--- config.mk ---
export PLATFORM = sky130hd
export DESIGN_NAME = conv_engine
export DESIGN_NICKNAME = d
export VERILOG_FILES = /design/src/rtl/conv_pkg.sv /design/src/rtl/conv_mac3.sv /design/src/rtl/conv_engine.sv
export SDC_FILE = /design/constraint.sdc
export NUM_CORES = 1
export LEC_CHECK = 0
export BUFFER_PORTS_ARGS = -buffer_cell sky130_fd_sc_hd__buf_4
export CAP_MARGIN = 10
export CORE_MARGIN = 2
export CORE_UTILIZATION = 55
export CTS_CLUSTER_SIZE = 24
export DETAILED_ROUTE_END_ITERATION = 8
export PLACE_DENSITY = 0.78
export SYNTH_ARGS = -nofsm -noshare
export SYNTH_HDL_FRONTEND = slang
export SYNTH_HIERARCHICAL = 1
export SYNTH_SLANG_ARGS = --single-unit
--- constraint.sdc ---
create_clock -name clk -period 1.9 [get_ports clk]
set_input_delay 0.19 -clock clk [delete_from_list [all_inputs] [get_ports clk]]
set_output_delay 0.19 -clock clk [all_outputs]
set_load 0.02 [all_outputs]
--- src/rtl/conv_pkg.sv ---
// Shared types and dimensions for the 4x4 * 3x3 valid convolution engine.
package conv_pkg;

  localparam int IMG_DIM = 4;
  localparam int K_DIM   = 3;
  localparam int OUT_DIM = 2;
  localparam int DATA_W  = 8;
  localparam int ACC_W   = 20;
  localparam int MAC_W   = 18;

  typedef enum logic [2:0] {
    IDLE  = 3'd0,
    READ  = 3'd1,
    DRAIN = 3'd2,
    WRITE = 3'd3,
    DONE  = 3'd4
  } state_e;

  // Input address of window tap (k, j) for output pixel pix = {r, c}: (r+k)*4 + c + j.
  function automatic logic [3:0] img_addr(input logic [1:0] pix, input logic [1:0] k,
                                          input logic [1:0] j);
    logic [3:0] row;
    row = {3'b000, pix[1]} + {2'b00, k};
    return (row << 2) + {3'b000, pix[0]} + {2'b00, j};
  endfunction

  function automatic logic [3:0] filt_addr(input logic [1:0] k, input logic [1:0] j);
    return ({2'b00, k} * 4'd3) + {2'b00, j};
  endfunction

endpackage

--- src/rtl/conv_mac3.sv ---
// Combinational three-tap multiply-add: one filter row against one image row.
module conv_mac3
  import conv_pkg::*;
(
  input  logic [DATA_W-1:0] a0,
  input  logic [DATA_W-1:0] a1,
  input  logic [DATA_W-1:0] a2,
  input  logic [DATA_W-1:0] f0,
  input  logic [DATA_W-1:0] f1,
  input  logic [DATA_W-1:0] f2,
  output logic [MAC_W-1:0]  sum
);

  logic [15:0] p0_s;
  logic [15:0] p1_s;
  logic [15:0] p2_s;

  // Three full-width products, summed with two bits of headroom (3 * 255 * 255 < 2^18).
  always_comb begin
    p0_s = a0 * f0;
    p1_s = a1 * f1;
    p2_s = a2 * f2;
    sum  = {2'b00, p0_s} + {2'b00, p1_s} + {2'b00, p2_s};
  end

endmodule

--- src/rtl/conv_engine.sv ---
// 4x4 input * 3x3 filter valid convolution, one window row per read cycle.
// Define CONV_ENGINE_SAT_EN to saturate results at 255 instead of truncating.
module conv_engine
  import conv_pkg::*;
(
  input  logic              clk,
  input  logic              rst,
  input  logic              start,
  input  logic [DATA_W-1:0] in_A0,
  input  logic [DATA_W-1:0] in_A1,
  input  logic [DATA_W-1:0] in_A2,
  input  logic [DATA_W-1:0] in_F0,
  input  logic [DATA_W-1:0] in_F1,
  input  logic [DATA_W-1:0] in_F2,
  output logic [3:0]        addr_A0,
  output logic [3:0]        addr_A1,
  output logic [3:0]        addr_A2,
  output logic [3:0]        addr_F0,
  output logic [3:0]        addr_F1,
  output logic [3:0]        addr_F2,
  output logic [1:0]        en_INP,
  output logic [1:0]        en_FIL,
  output logic [DATA_W-1:0] data_w,
  output logic [1:0]        addr_S0,
  output logic [1:0]        en_S,
  output logic              busy,
  output logic              done
);

  function automatic logic [DATA_W-1:0] reduce_acc(input logic [ACC_W-1:0] acc);
`ifdef CONV_ENGINE_SAT_EN
    return (acc > 20'd255) ? 8'hFF : DATA_W'(acc);
`else
    return DATA_W'(acc);
`endif
  endfunction

  state_e            state_q, state_d;
  logic [1:0]        k_q, k_d;
  logic [1:0]        pix_q, pix_d;
  logic [ACC_W-1:0]  acc_q, acc_d;
  logic [MAC_W-1:0]  mac_sum_s;

  logic [3:0]        addr_a_q [3];
  logic [3:0]        addr_a_d [3];
  logic [3:0]        addr_f_q [3];
  logic [3:0]        addr_f_d [3];
  logic [1:0]        en_inp_q, en_inp_d;
  logic [1:0]        en_fil_q, en_fil_d;
  logic [1:0]        en_s_q, en_s_d;
  logic [1:0]        addr_s_q, addr_s_d;
  logic [DATA_W-1:0] data_w_q, data_w_d;
  logic              busy_q, busy_d;
  logic              done_q, done_d;

  conv_mac3 u_mac (
    .a0  (in_A0),
    .a1  (in_A1),
    .a2  (in_A2),
    .f0  (in_F0),
    .f1  (in_F1),
    .f2  (in_F2),
    .sum (mac_sum_s)
  );

  // Sequencer: data returned during READ k=1,2 and DRAIN belongs to rows 0,1,2.
  always_comb begin
    state_d = state_q;
    k_d     = k_q;
    pix_d   = pix_q;
    acc_d   = acc_q;
    case (state_q)
      IDLE: begin
        if (start) begin
          state_d = READ;
          k_d     = 2'd0;
          pix_d   = 2'd0;
        end else begin
          state_d = IDLE;
        end
      end
      READ: begin
        if (k_q == 2'd0) begin
          acc_d = '0;
        end else begin
          acc_d = acc_q + {2'b00, mac_sum_s};
        end
        if (k_q == 2'd2) begin
          state_d = DRAIN;
        end else begin
          k_d = k_q + 2'd1;
        end
      end
      DRAIN: begin
        acc_d   = acc_q + {2'b00, mac_sum_s};
        state_d = WRITE;
      end
      WRITE: begin
        if (pix_q == 2'd3) begin
          state_d = DONE;
        end else begin
          state_d = READ;
          pix_d   = pix_q + 2'd1;
          k_d     = 2'd0;
        end
      end
      DONE: begin
        state_d = IDLE;
      end
      default: begin
        state_d = IDLE;
      end
    endcase
  end

  // Outputs are registered from next-state so they line up with the state they belong to.
  always_comb begin
    en_inp_d = (state_d == READ)  ? 2'b10 : 2'b00;
    en_fil_d = (state_d == READ)  ? 2'b10 : 2'b00;
    en_s_d   = (state_d == WRITE) ? 2'b11 : 2'b00;
    busy_d   = (state_d != IDLE);
    done_d   = (state_d == DONE);
    addr_a_d = addr_a_q;
    addr_f_d = addr_f_q;
    addr_s_d = addr_s_q;
    data_w_d = data_w_q;
    if (state_d == READ) begin
      for (int j = 0; j < K_DIM; j++) begin
        addr_a_d[j] = img_addr(pix_d, k_d, 2'(j));
        addr_f_d[j] = filt_addr(k_d, 2'(j));
      end
    end else begin
      addr_a_d = addr_a_q;
      addr_f_d = addr_f_q;
    end
    if (state_d == WRITE) begin
      addr_s_d = pix_d;
      data_w_d = reduce_acc(acc_d);
    end else begin
      addr_s_d = addr_s_q;
      data_w_d = data_w_q;
    end
  end

  // State, datapath and output registers.
  always_ff @(posedge clk or negedge rst) begin
    if (!rst) begin
      state_q  <= IDLE;
      k_q      <= 2'd0;
      pix_q    <= 2'd0;
      acc_q    <= '0;
      addr_a_q <= '{4'd0, 4'd0, 4'd0};
      addr_f_q <= '{4'd0, 4'd0, 4'd0};
      en_inp_q <= 2'b00;
      en_fil_q <= 2'b00;
      en_s_q   <= 2'b00;
      addr_s_q <= 2'd0;
      data_w_q <= 8'd0;
      busy_q   <= 1'b0;
      done_q   <= 1'b0;
    end else begin
      state_q  <= state_d;
      k_q      <= k_d;
      pix_q    <= pix_d;
      acc_q    <= acc_d;
      addr_a_q <= addr_a_d;
      addr_f_q <= addr_f_d;
      en_inp_q <= en_inp_d;
      en_fil_q <= en_fil_d;
      en_s_q   <= en_s_d;
      addr_s_q <= addr_s_d;
      data_w_q <= data_w_d;
      busy_q   <= busy_d;
      done_q   <= done_d;
    end
  end

  assign addr_A0 = addr_a_q[0];
  assign addr_A1 = addr_a_q[1];
  assign addr_A2 = addr_a_q[2];
  assign addr_F0 = addr_f_q[0];
  assign addr_F1 = addr_f_q[1];
  assign addr_F2 = addr_f_q[2];
  assign en_INP  = en_inp_q;
  assign en_FIL  = en_fil_q;
  assign en_S    = en_s_q;
  assign addr_S0 = addr_s_q;
  assign data_w  = data_w_q;
  assign busy    = busy_q;
  assign done    = done_q;

endmodule

== Word-level counts from Yosys, hierarchy flattened ==
Cells that the tools add are included.

* Flip-flop bits (word level): 67
* Output and inout bits: 42
* Word-level logic and storage cells: 59

* Add/sub/neg operators: 11
* Multipliers: 4
* Equal/unequal tests: 8
* Multiplexer cells: 15
* Reduce and logical (&&, ||, !) cells: 4

{| class="wikitable"
|+ Operators by type and width
! operator !! number
|-
| multiplier 8 x 8 -> 16 bit || 3
|-
| case mux 20 bit (2 select lines) || 1
|-
| adder 20 x 18 -> 20 bit || 1
|-
| 2-to-1 mux 20 bit || 1
|-
| adder 18 x 16 -> 18 bit || 1
|-
| adder 16 x 16 -> 17 bit || 1
|-
| 2-to-1 mux 2 bit || 7
|-
| case mux 3 bit (4 select lines) || 1
|-
| equality test 3 x 2 -> 1 bit (second input constant) || 3
|-
| adder 4 x 1 -> 4 bit (second input constant) || 2
|-
| adder 4 x 2 -> 4 bit (second input constant) || 2
|-
| equality test 3 x 1 -> 1 bit (second input constant) || 2
|-
| 2-to-1 mux 3 bit || 2
|-
| case mux 2 bit (3 select lines) || 1
|-
| adder 2 x 1 -> 2 bit (second input constant) || 2
|-
| adder 4 x 1 -> 4 bit || 1
|-
| equality test 2 bit (second input constant) || 2
|-
| multiplier 2 x 2 -> 4 bit (second input constant) || 1
|-
| case mux 2 bit (2 select lines) || 1
|-
| equality test 3 bit (second input constant) || 1
|-
| logical NOT 3 bit || 1
|-
| nonzero test 3 bit || 1
|-
| adder 1 x 2 -> 2 bit || 1
|-
| logical NOT 2 bit || 1
|-
| 2 further kinds || 2
|}

== Depth between registers and ports, before layout ==
* Word-level depth: 6
* Gate-level depth with buffers: 21

== Hierarchy ==
Netlist, hierarchy kept.

{| class="wikitable"
|+ By module, submodules not included
! module !! times used !! cells an instance !! area an instance (µm²) !! sequential area each (µm²)
|-
| conv_mac3 || 1 || 767 || 6929.1 || 0.0
|-
| conv_engine || 1 || 214 || 2178.3 || 1076.0
|}

== Worst setup path before layout ==
Ideal clock, no wire load.

* Path type: input to register
* Start: in in_A0[2]
* End: reg acc_q[6]
* Data arrival time: 5.518 ns
* Path slack: -3.740 ns
* Stages: 19
* Cell sequence: and2_1 > fa_1 > ha_1 > inv_1 > fa_1 > inv_1 > fa_1 > fa_1 > fa_1 > fa_1 > inv_1 > fa_1 > inv_1 > ha_1 > o21a_1 > o31a_1 > o21a_1 > or3_1 > a32o_1

* Longest elaborated chain between the ends: 6

{| class="wikitable"
|+ RTL lines
! element !! line !! RTL
|-
| from (decl) || conv_engine.sv:9 || <nowiki>input logic [DATA_W-1:0] in_A0,</nowiki>
|-
| multiplier 8 x 8 -> 16 bit (*) || conv_mac3.sv:20 || <nowiki>p0_s = a0 * f0;</nowiki>
|-
| adder 16 x 16 -> 17 bit (*) || conv_mac3.sv:23 || <nowiki>sum = {2'b00, p0_s} + {2'b00, p1_s} + {2'b00, p2_s};</nowiki>
|-
| adder 18 x 16 -> 18 bit (*) || conv_mac3.sv:23 ||
|-
| via mac_sum_s[4] || conv_engine.sv:42 || <nowiki>logic [MAC_W-1:0] mac_sum_s;</nowiki>
|-
| adder 20 x 18 -> 20 bit (*) || conv_engine.sv:86, conv_engine.sv:95 ||
|-
| 2-to-1 mux 20 bit || conv_engine.sv:83 || <nowiki>if (k_q == 2'd0) begin</nowiki>
|-
| case mux 20 bit (2 select lines) (*) || conv_engine.sv:72 || <nowiki>case (state_q)</nowiki>
|-
| via acc_d[6] || conv_engine.sv:41 || <nowiki>logic [ACC_W-1:0] acc_q, acc_d;</nowiki>
|-
| to (signal assigned) || conv_engine.sv:151 || <nowiki>acc_q <= '0;</nowiki>
|-
| to (signal assigned) || conv_engine.sv:165 || <nowiki>acc_q <= acc_d;</nowiki>
|-
| to (decl) || conv_engine.sv:41 ||
|}

The timed path passes the listed nets; every way through them passes the cells marked *.
A chain may end at the register's enable or synchronous reset.

== Worst setup path in the final report ==
* Start: in in_A0[4]
* End: reg acc_q[6]

Same word-level chain as after synthesis.

==> summary by stage <==
CTS
Clock-pin slew was measured on the worst setup and hold paths at approximately 80 ps. Counting along the longest clock path gives a buffer depth of 2. The number of buffers created by CTS is 5.

The CTS tree is built. The clock sink count is 43. The clock tree root driver cell is sky130_fd_sc_hd__clkbuf_8. For the worst-skew pair, the clock arrives at the later sink with an insertion delay of 300 ps. The H-tree was split into 2 levels.

Routing
After detailed routing, the wire length on met1 is 4640 um. The routed layout has 4039 vias. The highest metal layer carrying signal wires in the routed design is met4. After detailed routing, the met3 layer carries 316 um of wire. The final routed wire length divided by cell count is between 10 and 15 um.

For this run, the detailed router's first-pass iteration total came to 4. The wire length after detailed routing is 11700 um. The detail-routed via count per cell is 5.00. The first routing iteration left 61 violations. The post-route DRC violation count is 0. The final antenna-violating net count is 0. The wire length on met2 is between 6000 and 7000 um.

Place
The HPWL after detailed placement is 9450 um. The placed instance count is 791. Prior to clock tree synthesis, the placed netlist has a worst setup slack of -3930 ps. The weighted congestion at the end of routability-driven global placement is a little under 0.9.

Port buffering added 89 buffers.

STA
After layout, the worst setup slack is -3660 ps. Timing would allow up to ~0.18 GHz. The final count of pins violating max slew came to 0. The worst-case headroom to the max-slew limit is 0.646. The maximum clock skew at final layout is 10.3 ps. At the pin with the least slew margin, the transition time is between 500 and 600 ps.

The share of the clock period used by the worst path after layout is 2.93. Setup violations remaining at the end of the flow were counted as 14. Setup repair after global routing could not meet its margin everywhere. For the finished layout, the period the worst path requires is 5560 ps. The number of endpoints with negative hold slack in the final report came to 0.

Synthesis
For this run, the number of Yosys warnings is 6. The synthesized instance count is 545. The average instance in the mapped netlist occupies between 9 and 10 um^2. The synthesized netlist occupies a cell area of 5270 um^2.

Setup path
Traced cell by cell, the critical path runs through buf_6 > and2_4 > fa_1 > ha_1 > inv_1 > fa_1 > inv_1 > fa_1 > fa_1 > fa_1 > fa_1 > inv_1 > fa_1 > inv_2 > ha_4 > o21a_1 > o31a_1 > o21a_1 > or3_4 > a32o_1. Counting cells, the worst reg-to-reg path comes to 8. The worst setup path is launched from an input pin. The setup path with the least slack is of type in2reg.

The worst register-to-register path begins at acc_q[0]$_DFF_PN0_. The arrival time at the worst endpoint is 5750 ps. The slack of the worst reg-to-reg path is -260 ps.

Among the stages of the critical path, the cell type that occurs most often is sky130_fd_sc_hd__fa_1. The kind of capture point of the worst setup path is a flop. Along the worst path, the maximum fanout reaches 4. The combined buffer and inverter count along the critical path is 5. Counting buffers and inverters, the worst setup path is 20 cells deep.

On the critical path, the stage with the largest delay is an instance of sky130_fd_sc_hd__fa_1. The endpoint identified for the worst register-to-register timing path is acc_q[6]$_DFF_PN0_. The worst path required time is approximately 2100 ps. The kind of cell with the highest combined delay along the critical path is adder cells.

The largest single stage delay on the critical path is 560 ps.

Finish
The final standard cell count with taps included and fillers excluded is 807. The layout overhead on the synthesized area is 34.0%. 0 antenna diodes ended up in the layout. The net count of the finished layout is between 800 and 900. The ratio of cells with drive above 1 in the final layout is 0.336.

Summing all multi-input logic gate instances after layout gives 4240 um^2. Summing all flip-flop and latch instances after layout gives about 1100 um^2. Counting the fill cells in the layout gives between 600 and 700.

Global routing
The via count of the first global-routing pass is ~4300. For this run the aggregate overflow at the end of global routing stands at 0. Entering global routing, the biggest net connects 44 pins. The total global routing track utilization is 0.237. The initial antenna violation count is 0. The first global-routing pass estimated 19500 um of wire.

Hold path
The launch instance of the worst min-delay path is start. The worst hold path terminates at state_q[0]$_DFF_PN0_. The tightest min-delay check is of the in2reg type. The hold path depth is 3.

Floorplanning
After floorplanning, the core was sized to cover slightly above 9000 um^2. For this design the top-level I/O count stands at between 90 and 100. In this run the vertical extent of the chip is 102 um. The width of the die is 102 um.

Row generation in the floorplan step produced 35 rows. For this configuration, the core starts out at a cell density of 0.568. The floorplan step defined a die boundary enclosing 10400 um^2.

Power and ir drop
The worst-case IR drop observed on VDD is 0.00223 V. Dividing total power by cell area gives a power density of 2040 nW/um^2. In this run the static leakage power is 3.51 nW.

Outcome
The run finished, with violations left. The checks that failed: setup timing.

Flow run
The max capacitance violation total is 0.
layout make-up:
class	count	area share
multi-input cells	388	0.599
repair buffers	143	0.162
flip-flops and latches	43	0.152
inverters	96	0.0515
well taps	129	0.0228
clock buffers	7	0.0108
clock inverters	1	0.000708
worst min-delay path, stage by stage:
cell	delay [ps]
sky130_fd_sc_hd__buf_4	130
sky130_fd_sc_hd__o21bai_1	130
sky130_fd_sc_hd__a21oi_1	80
power breakdown:
| group | switching [mW] | total, mW | internal (mW) |
|---|---|---|---|
| clock | 0.304 | 0.563 | 0.258 |
| sequential | 0.275 | 1.61 | 1.34 |
| combinational | 5.96 | 12.3 | 6.30 |
| total | 6.54 | 14.4 | 7.89 |
through the flow:
stage	hold slack, ps	total power, mW	setup TNS (ps)	util	area, um^2
finish	272	14.4	-35270	0.761	7070
global route	277	15.8	-36520	0.761	7070
CTS	270	13.2	-35840	0.739	6860
floorplan	-106	9.16	-33960	-	5570
detailed placement	209	11.9	-40290	0.712	6610
global placement	206	11.5	-39660	0.712	6610
state kept, by name, summed over array words and instances (netlist names):
register	flops
addr_A1	4
addr_F2	3
addr_A2	1
addr_F0	4
addr_F1	2
acc_q	8
addr_S0	2
state_q	3
k_q	2
busy	1
en_FIL	1
done	1
pix_q	2
en_S	1
data_w	8
worst max-delay path by stage:
stage,start,end,slack (ps)
after floorplan,in_A0[4],acc_q[6]$_DFF_PN0_,-3510
after global placement,in_F0[1],acc_q[6]$_DFF_PN0_,-3840
after detailed placement,in_F0[1],acc_q[6]$_DFF_PN0_,-3930
after CTS,in_A0[4],acc_q[6]$_DFF_PN0_,-3650
after global routing,in_A0[4],acc_q[6]$_DFF_PN0_,-3720
final,in_A0[4],acc_q[6]$_DFF_PN0_,-3660
timing repair:
item	CTS	global route
hold buffers	1	0
setup endpoints to repair	14	18
resized for setup	32	36
hold endpoints to repair	43	0
pin swaps	22	35
setup buffers	2	6
layout by cell type, fill, tap and decap left out, types with 4 or more instances in the layout:
cell type and n:
sky130_fd_sc_hd__a21oi_1 8, sky130_fd_sc_hd__o21ai_0 8, sky130_fd_sc_hd__ha_1 36, sky130_fd_sc_hd__o21ai_1 10, sky130_fd_sc_hd__buf_4 126, sky130_fd_sc_hd__dfrtp_1 43
sky130_fd_sc_hd__buf_6 13, sky130_fd_sc_hd__inv_2 10, sky130_fd_sc_hd__a22o_1 4, sky130_fd_sc_hd__nand2_1 79, sky130_fd_sc_hd__fa_1 73, sky130_fd_sc_hd__clkbuf_8 5
sky130_fd_sc_hd__inv_1 85, sky130_fd_sc_hd__ha_4 27, sky130_fd_sc_hd__nor2_1 8, sky130_fd_sc_hd__and2_4 14, sky130_fd_sc_hd__nand2b_1 5, sky130_fd_sc_hd__and2_1 53
metal layers:
layer / GRT usage / vias up
met4: 0.0595 / 0
met1: 0.285 / 2025
met3: 0.0178 / 14
met2: 0.457 / 80
li1: - / 1920
met5: 0 / -
(Power assumes the default switching activity.)
